`config.mk`:
```
export PLATFORM = sky130hd
export DESIGN_NAME = rf_wb_arbiter
export DESIGN_NICKNAME = d
export VERILOG_FILES = /design/src/rtl/rf_pkg.sv /design/src/rtl/rr_arbiter.sv /design/src/rtl/rf_wb_arbiter.sv
export SDC_FILE = /design/constraint.sdc
export NUM_CORES = 1
export LEC_CHECK = 0
export ABC_CLOCK_PERIOD_IN_PS = 2400
export CAP_MARGIN = 30
export CORE_UTILIZATION = 37
export CTS_BUF_LIST = sky130_fd_sc_hd__clkbuf_4 sky130_fd_sc_hd__clkbuf_8
export CTS_CLUSTER_SIZE = 40
export DETAILED_ROUTE_END_ITERATION = 16
export PLACE_DENSITY = 0.79
export SLEW_MARGIN = 25
export SYNTH_ARGS = -nofsm -noshare
export SYNTH_HDL_FRONTEND = slang
export SYNTH_SLANG_ARGS = --single-unit
```
`constraint.sdc`:
```
create_clock -name clk -period 2.4 [get_ports clk]
set_input_delay 0.36 -clock clk [delete_from_list [all_inputs] [get_ports clk]]
set_output_delay 0.36 -clock clk [all_outputs]
set_load 0.03 [all_outputs]
```
`src/rtl/rf_pkg.sv`:
```
// Shared constants for the register-file writeback arbiter.
// Optional build macro RF_WB_PERF_EN is consumed by rf_wb_arbiter.
package rf_pkg;

  localparam int RF_AW = 5;
  localparam int RF_DW = 32;
  localparam logic [RF_AW-1:0] RF_ZERO = 5'd0;

  localparam int WB_ALU  = 0;
  localparam int WB_MEM  = 1;
  localparam int WB_LINK = 2;

  function automatic int idx_w(input int n);
    return (n > 1) ? $clog2(n) : 1;
  endfunction

endpackage

```
`src/rtl/rr_arbiter.sv`:
```
// Combinational round-robin picker: first set req at or after ptr.
// Pointer state is owned by the caller.
module rr_arbiter
  import rf_pkg::*;
#(
  parameter int NREQ = 3,
  localparam int IW = idx_w(NREQ)
) (
  input  logic [NREQ-1:0] req,
  input  logic [IW-1:0]   ptr,
  input  logic            en,
  output logic [NREQ-1:0] gnt,
  output logic [IW-1:0]   gnt_idx
);

  int  j;
  logic found;

  always_comb begin
    gnt     = '0;
    gnt_idx = '0;
    found   = 1'b0;
    j       = 0;
    for (int k = 0; k < NREQ; k++) begin
      j = (int'(ptr) + k) % NREQ;
      if (en && !found && req[j]) begin
        found   = 1'b1;
        gnt[j]  = 1'b1;
        gnt_idx = j[IW-1:0];
      end
    end
  end

endmodule

```
`src/rtl/rf_wb_arbiter.sv`:
```
// Round-robin share of the register-file write port with one output slot.
// Define RF_WB_PERF_EN to add conflict_cnt / stall_cnt counters.
module rf_wb_arbiter
  import rf_pkg::*;
#(
  parameter int NREQ = 3,
  parameter int AW   = RF_AW,
  parameter int DW   = RF_DW
) (
  input  logic               clk,
  input  logic               rst,
  input  logic [NREQ-1:0]    req_valid,
  input  logic [NREQ*AW-1:0] req_addr,
  input  logic [NREQ*DW-1:0] req_data,
  output logic [NREQ-1:0]    req_ready,
  input  logic               wr_stall,
  output logic               rfwe,
  output logic [AW-1:0]      RFWA,
  output logic [DW-1:0]      RFWD,
  output logic               pend_valid,
  output logic [AW-1:0]      pend_addr
`ifdef RF_WB_PERF_EN
  ,
  output logic [31:0]        conflict_cnt,
  output logic [31:0]        stall_cnt
`endif
);

  localparam int IW = idx_w(NREQ);

  logic          slot_v_q, slot_v_d;
  logic [AW-1:0] wa_q, wa_d;
  logic [DW-1:0] wd_q, wd_d;
  logic [IW-1:0] ptr_q, ptr_d;

  logic            arb_en;
  logic            xfer;
  logic [NREQ-1:0] gnt;
  logic [IW-1:0]   gidx;
  logic [AW-1:0]   g_addr;
  logic [DW-1:0]   g_data;

  // The slot accepts in the same cycle it drains.
  assign arb_en = (!slot_v_q || !wr_stall) && !rst;

  rr_arbiter #(.NREQ(NREQ)) u_arb (
    .req     (req_valid),
    .ptr     (ptr_q),
    .en      (arb_en),
    .gnt     (gnt),
    .gnt_idx (gidx)
  );

  assign req_ready  = gnt;
  assign xfer       = |gnt;
  assign g_addr     = req_addr[int'(gidx)*AW +: AW];
  assign g_data     = req_data[int'(gidx)*DW +: DW];
  assign rfwe       = slot_v_q && !wr_stall && !rst;
  assign RFWA       = wa_q;
  assign RFWD       = wd_q;
  assign pend_valid = slot_v_q;
  assign pend_addr  = wa_q;

  always_comb begin
    slot_v_d = slot_v_q;
    wa_d     = wa_q;
    wd_d     = wd_q;
    ptr_d    = ptr_q;
    if (rfwe) slot_v_d = 1'b0;
    if (xfer) begin
      if (int'(gidx) == NREQ - 1) ptr_d = '0;
      else ptr_d = gidx + IW'(1);
      // r0 writes complete the handshake but never occupy the slot.
      if (g_addr != AW'(RF_ZERO)) begin
        slot_v_d = 1'b1;
        wa_d     = g_addr;
        wd_d     = g_data;
      end
    end
  end

  always_ff @(posedge clk) begin
    if (rst) begin
      slot_v_q <= 1'b0;
      wa_q     <= '0;
      wd_q     <= '0;
      ptr_q    <= '0;
    end else begin
      slot_v_q <= slot_v_d;
      wa_q     <= wa_d;
      wd_q     <= wd_d;
      ptr_q    <= ptr_d;
    end
  end

`ifdef RF_WB_PERF_EN
  logic [31:0] conf_q, conf_d;
  logic [31:0] stl_q, stl_d;

  always_comb begin
    conf_d = conf_q;
    stl_d  = stl_q;
    if ($countones(req_valid) >= 2) conf_d = conf_q + 32'd1;
    if (slot_v_q && wr_stall) stl_d = stl_q + 32'd1;
  end

  always_ff @(posedge clk) begin
    if (rst) begin
      conf_q <= '0;
      stl_q  <= '0;
    end else begin
      conf_q <= conf_d;
      stl_q  <= stl_d;
    end
  end

  assign conflict_cnt = conf_q;
  assign stall_cnt    = stl_q;
`endif

endmodule

```
==> After elaboration in Yosys (flattened, before gate mapping) <==
Index checks and enable logic that the tools add are counted.
{ "totals": {"reg_bits": 40, "inputBits": 117, "out_inout_bits": 47, "elab_cells": 69} }
{ "classes": {"add_sub_neg": 3, "mul": 1, "div_mod_pow": 3, "magnitude_cmp": 6, "eq_ne": 1, "shifts": 2, "muxes": 27, "bitwise": 2, "n_reduce_logical": 20} }
{ "ops": {"columns": ["op", "count"], "rows": [
  ["32-bit by 1-bit greater-or-equal comparator with 1-bit output (second input constant)", 3],
  ["32-bit by 4-bit < comparator with 1-bit output (second input constant)", 3],
  ["96-bit by 8-bit variable part select with 32-bit output", 1],
  ["32-bit by 3-bit modulo with 32-bit output (second input constant)", 2],
  ["3-bit by 3-bit modulo with 32-bit output (second input constant)", 1],
  ["15-bit by 6-bit variable part select with 5-bit output", 1],
  ["1-bit two-way mux", 14],
  ["1-bit logical AND", 11],
  ["3-bit two-way mux", 3],
  ["2-bit two-way mux", 4],
  ["1-bit binary-select mux with 2-bit select", 3],
  ["1-bit demux with 2-bit select", 3],
  ["3-bit OR", 2],
  ["1-bit zero test", 5],
  ["2-bit by 3-bit multiplier with 5-bit output (second input constant)", 1],
  ["5-bit nonzero test", 1],
  ["2-bit by 1-bit adder with 3-bit output (second input constant)", 1],
  ["2-bit by 2-bit adder with 3-bit output (second input constant)", 1],
  ["3-bit OR reduction", 1],
  ["2-bit by 1-bit adder with 2-bit output (second input constant)", 1],
  ["2-bit equality test (second input constant)", 1],
  ["2-bit AND reduction", 1],
  ["1-bit logical OR", 1]
]} }

==> Longest topological paths before layout <==
{ "logic_depth": {"word_depth": 19, "depth_mapped": 11, "ltp_nobuf": 8} }

==> Cells and area by module <==
Synthesis repeated with hierarchy kept, for this count alone.
{ "unflattened": {"hier_cells": 316, "hier_area_um2": 2806.4} }
{ "modules_own_cells": {"columns": ["module", "instances", "cells_per_inst", "area_each_um2"], "rows": [
  ["rf_wb_arbiter", 1, 279, 2537.4],
  ["rr_arbiter", 1, 37, 269.0]
]} }

==> Worst setup path after synthesis <==
Ideal clock, no wire load.
{ "synth_timing": {"path_type": "register to register", "from": "reg ptr_q[1]", "to": "reg wd_q[10] (netlist: RFWD[10])", "setup_time_ps": 121, "t_arrival_ps": 2492, "t_required_ps": 2279, "setup_slack_ps": -214, "stages_incl_launch_ff": 11, "cell_sequence": "dfxtp_1 > inv_1 > ha_1 > buf_6 > mux2i_2 > mux2_4 > a21oi_2 > a41o_2 > o311ai_4 > buf_8 > mux2_4"} }
{ "synth_via": {"elab_chain_len": 18} }
{ "synth_rtl": {"columns": ["item", "line", "rtl"], "rows": [
  ["start, declared", "rf_wb_arbiter.sv:34", "logic [IW-1:0] ptr_q, ptr_d;"],
  ["start signal, assigned", "rf_wb_arbiter.sv:92", "ptr_q <= ptr_d;"],
  ["parallel branches: the longest is 18 deep, another holds 32-bit by 3-bit modulo with 32-bit output", null, null],
  ["end signal, assigned", "rf_wb_arbiter.sv:91", "wd_q <= wd_d;"],
  ["end, declared", "rf_wb_arbiter.sv:33", "logic [DW-1:0] wd_q, wd_d;"]
]} }
Parallel ways; which one is timed is not known. The select of a mux whose other input is x is not followed.
A chain may end at the register's enable or synchronous reset.

==> Final worst setup path <==
{ "layout_timing": {"from": "reg ptr_q[1]", "to": "reg wd_q[0] (netlist: RFWD[0])"} }
The elaborated chain is that of the path after synthesis.

==> flow_summary.ini <==
[clock_network]
clkLatencyLatePin_ns = 0.29
htree_levels = 2
numCtsBuffers = 5
ctsHoldBuffers = 0
cts_root_buffer = clkbuf_8
clockBufferDepth = 2
cts.sinks = 40
cts_tree = built
cts.clk_slew.worst_paths_ns = 0.08

[sta]
finClkSkew_ns = 0.002219
min_period_ns = 2.558
fin_ws_ns = -0.1578
hold_violations = 0
tns_ns = -4.314
period_share_pct = 106.6
hold_ws_ns = 0.4972
slew_headroom_pct = 67.76
fmax_mhz = 391.0
tightest_slew_ns = 0.4761
grt_setup_unrepaired = true
setup_viol = 38
slew_viol_final = 0

[power_and_ir_drop]
power_mw = 5.357
irDropWorstVdd_v = 0.0003999
p_leak_nw = 2.242
power_density_mw_per_mm2 = 916.4

[grt]
grt_pass1_wl_um = 15840
track_usage_pct = 23.35
antenna_found_initial = 0
grt_pass1_vias = 3413
overflow = 0
grt_max_degree = 42

[floorplanning]
die_h_um = 93.49
fp.coreArea_mm2 = 0.008175
num_rows = 33
initial_core_util_pct = 37.88
fp.dieW_um = 93.49
ios = 164
dieArea_mm2 = 0.008739

[critical_path]
cp.required_ns = 2.59
crit_fanout = 7
cp-start-kind = flop
crit_arrival_ns = 2.75
crit_family = multiplexers
critical_path_buf_inv_count = 3
cpPeakStageDelay_ns = 0.40
crit_chain = inv_4 > ha_4 > mux2i_4 > o2111a_2 > o31ai_4 > or3_4 > o311ai_4 > buf_6 > buf_12 > mux2_2
worstSetupEndpointType = flop
critPathKind = reg2reg
path_depth = 10
critPathSlowestCell = or3_4
r2r_cells = 10

[finish]
layout-drive-gt1-share_pct = 28.37
synthToLayoutAreaGrowth_pct = 88.77
regArea_um2 = 808.3
design_area_mm2 = 0.005846
diodes = 0
nFillCells = 595
multi_input_area_mm2 = 0.002327
fin_nets = 684

[synth]
synth_fp_nets = 470
synth.distinct_cells = 60
syn_area_mm2 = 0.003097
synthCells = 349
synth_seq_cells = 40
synth_seq_area_share_pct = 25.86
synthFlopType = dfxtp_1
synth_edf_count = 0
synthArstFlopShare_pct = 0
synth.avg_cell_area_um2 = 8.873
synth_warnings = 0

[hold_path]
hold_depth = 2
min_path_type = reg2reg

[routing]
wl_um = 11220
ant_nets = 0
drt_pass1_iterations = 4
first_iter_violations = 92
drc = 0
wl_per_cell_um = 16.77
vias = 3489
viasPerCell = 5.215

[placement]
placed_cell_area_mm2 = 0.005321
numPortBuffers = 163
gp_congestion = 0.9980
dpl.hpwl_um = 7784

[run]
maxCapViolations = 0

[run_status]
violations = negative setup slack
status = finished with violations
## per-stage QoR
step	std cells	utilization (%)	setup slack, ns
after floorplan	349	-	-0.09072
after global placement	647	65.09	-0.4224
after detailed placement	647	65.09	-0.4828
after CTS	662	69.10	-0.1407
after global routing	669	71.50	-0.2096
final	669	71.50	-0.1578
## Yosys cell counts (all sizes together) (7+ instances only)
library cell,n,area (um2)
clkbuf,12,45.04
nand2,39,146.4
dfxtp,40,800.8
a21oi,13,68.82
nor2b,35,226.5
mux2i,34,344.1
inv,10,37.53
nand3,7,35.03
mux2,33,484.2
buf,15,132.6
o21ai,44,220.2
## path summary, 6_finish.rpt
kind / from / endpoint / slack [ns]
setup / recovery: ptr_q[1]$_SDFFE_PP0P_ / RFWD[0]$_SDFFE_PP0P_ / -0.16
hold reg to reg: RFWA[2]$_SDFFE_PP0P_ / RFWA[2]$_SDFFE_PP0P_ / 0.50
hold / removal: RFWA[2]$_SDFFE_PP0P_ / RFWA[2]$_SDFFE_PP0P_ / 0.50
setup reg to reg: ptr_q[1]$_SDFFE_PP0P_ / RFWD[0]$_SDFFE_PP0P_ / -0.16
## power breakdown
| part | internal (mW) | total, mW | switching (mW) |
|---|---|---|---|
| registers | 0.957 | 1.12 | 0.160 |
| clock network | 0.236 | 0.500 | 0.264 |
| logic | 1.97 | 3.74 | 1.77 |
## timing repair
item                                   in CTS  in global routing
resized for setup                          32                 14
setup endpoints to repair                  40                 41
buffers inserted                            5                  1
endpoints found under the hold margin       0                  0
pin swaps                                   5                  9
cloned                                      2                  6
## logic make-up (layout without fill, tap and decap cells)
family                     after synthesis  in the layout  share of synthesized area [%]
adders and majority gates                4              4                          1.616
DFF                                     40             40                          25.86
muxes                                   67             67                          26.75
buffers and inverters                   37            252                          6.949
AOI/OAI and AO/OA                       90             90                          19.72
and+or+nand+nor                        111            111                          19.11
## flip-flops by register name, indices dropped and copies added, names as in the netlist
| signal | count |
|---|---|
| ptr_q | 2 |
| RFWD | 32 |
| RFWA | 5 |
| pend_valid | 1 |
## worst reg2reg max path, stage by stage, from the launching register on
cell and delay [ns]:
dfxtp_4 0.37, inv_4 0.06, ha_4 0.19, mux2i_4 0.35, o2111a_2 0.28, o31ai_4 0.08, or3_4 0.40, o311ai_4 0.09
buf_6 0.18, buf_12 0.13, mux2_2 0.32
## cell usage in the layout (no fill, tap or decap), types with 2 or more instances in the layout
cell type,netlist,final
inv_1,9,7
nand3_1,7,7
nand4_1,3,3
buf_12,0,11
mux2_4,30,30
buf_16,0,2
dfxtp_1,40,38
nor2_2,1,2
nor2_1,4,2
a21oi_4,0,3
clkdlybuf4s50_1,0,158
o31ai_4,0,2
buf_6,2,5
o21ai_0,40,31
a21oi_1,12,6
ha_1,4,2
nand2b_1,5,5
mux2_2,3,3
o32ai_2,1,3
nand2_1,39,39
o21ai_1,4,12
mux2i_1,33,33
dfxtp_4,0,2
buf_4,6,50
o211ai_1,4,4
clkbuf_8,0,6
nor2b_1,34,34
clkbuf_16,0,5
a21oi_2,1,4
inv_2,1,2
ha_4,0,2
nor3_1,5,3
## layout make-up
class	count	area share, %
clock buffers	6	1.413
clock inverters	2	0.2354
well taps	105	2.247
multi-input cells	272	39.81
repair buffers	234	41.78
inverters	10	0.6849
flip-flops and latches	40	13.83
## routing by layer
metal  vias up  routed length, um  track usage [%]
met1      1635               4485            26.25
met5         -                  0                0
li1       1684                  -                -
met2       152               5716            42.65
met4         0                184            8.333
met3        18                831            5.447
Note: power is estimated with default switching activity, not from simulation.
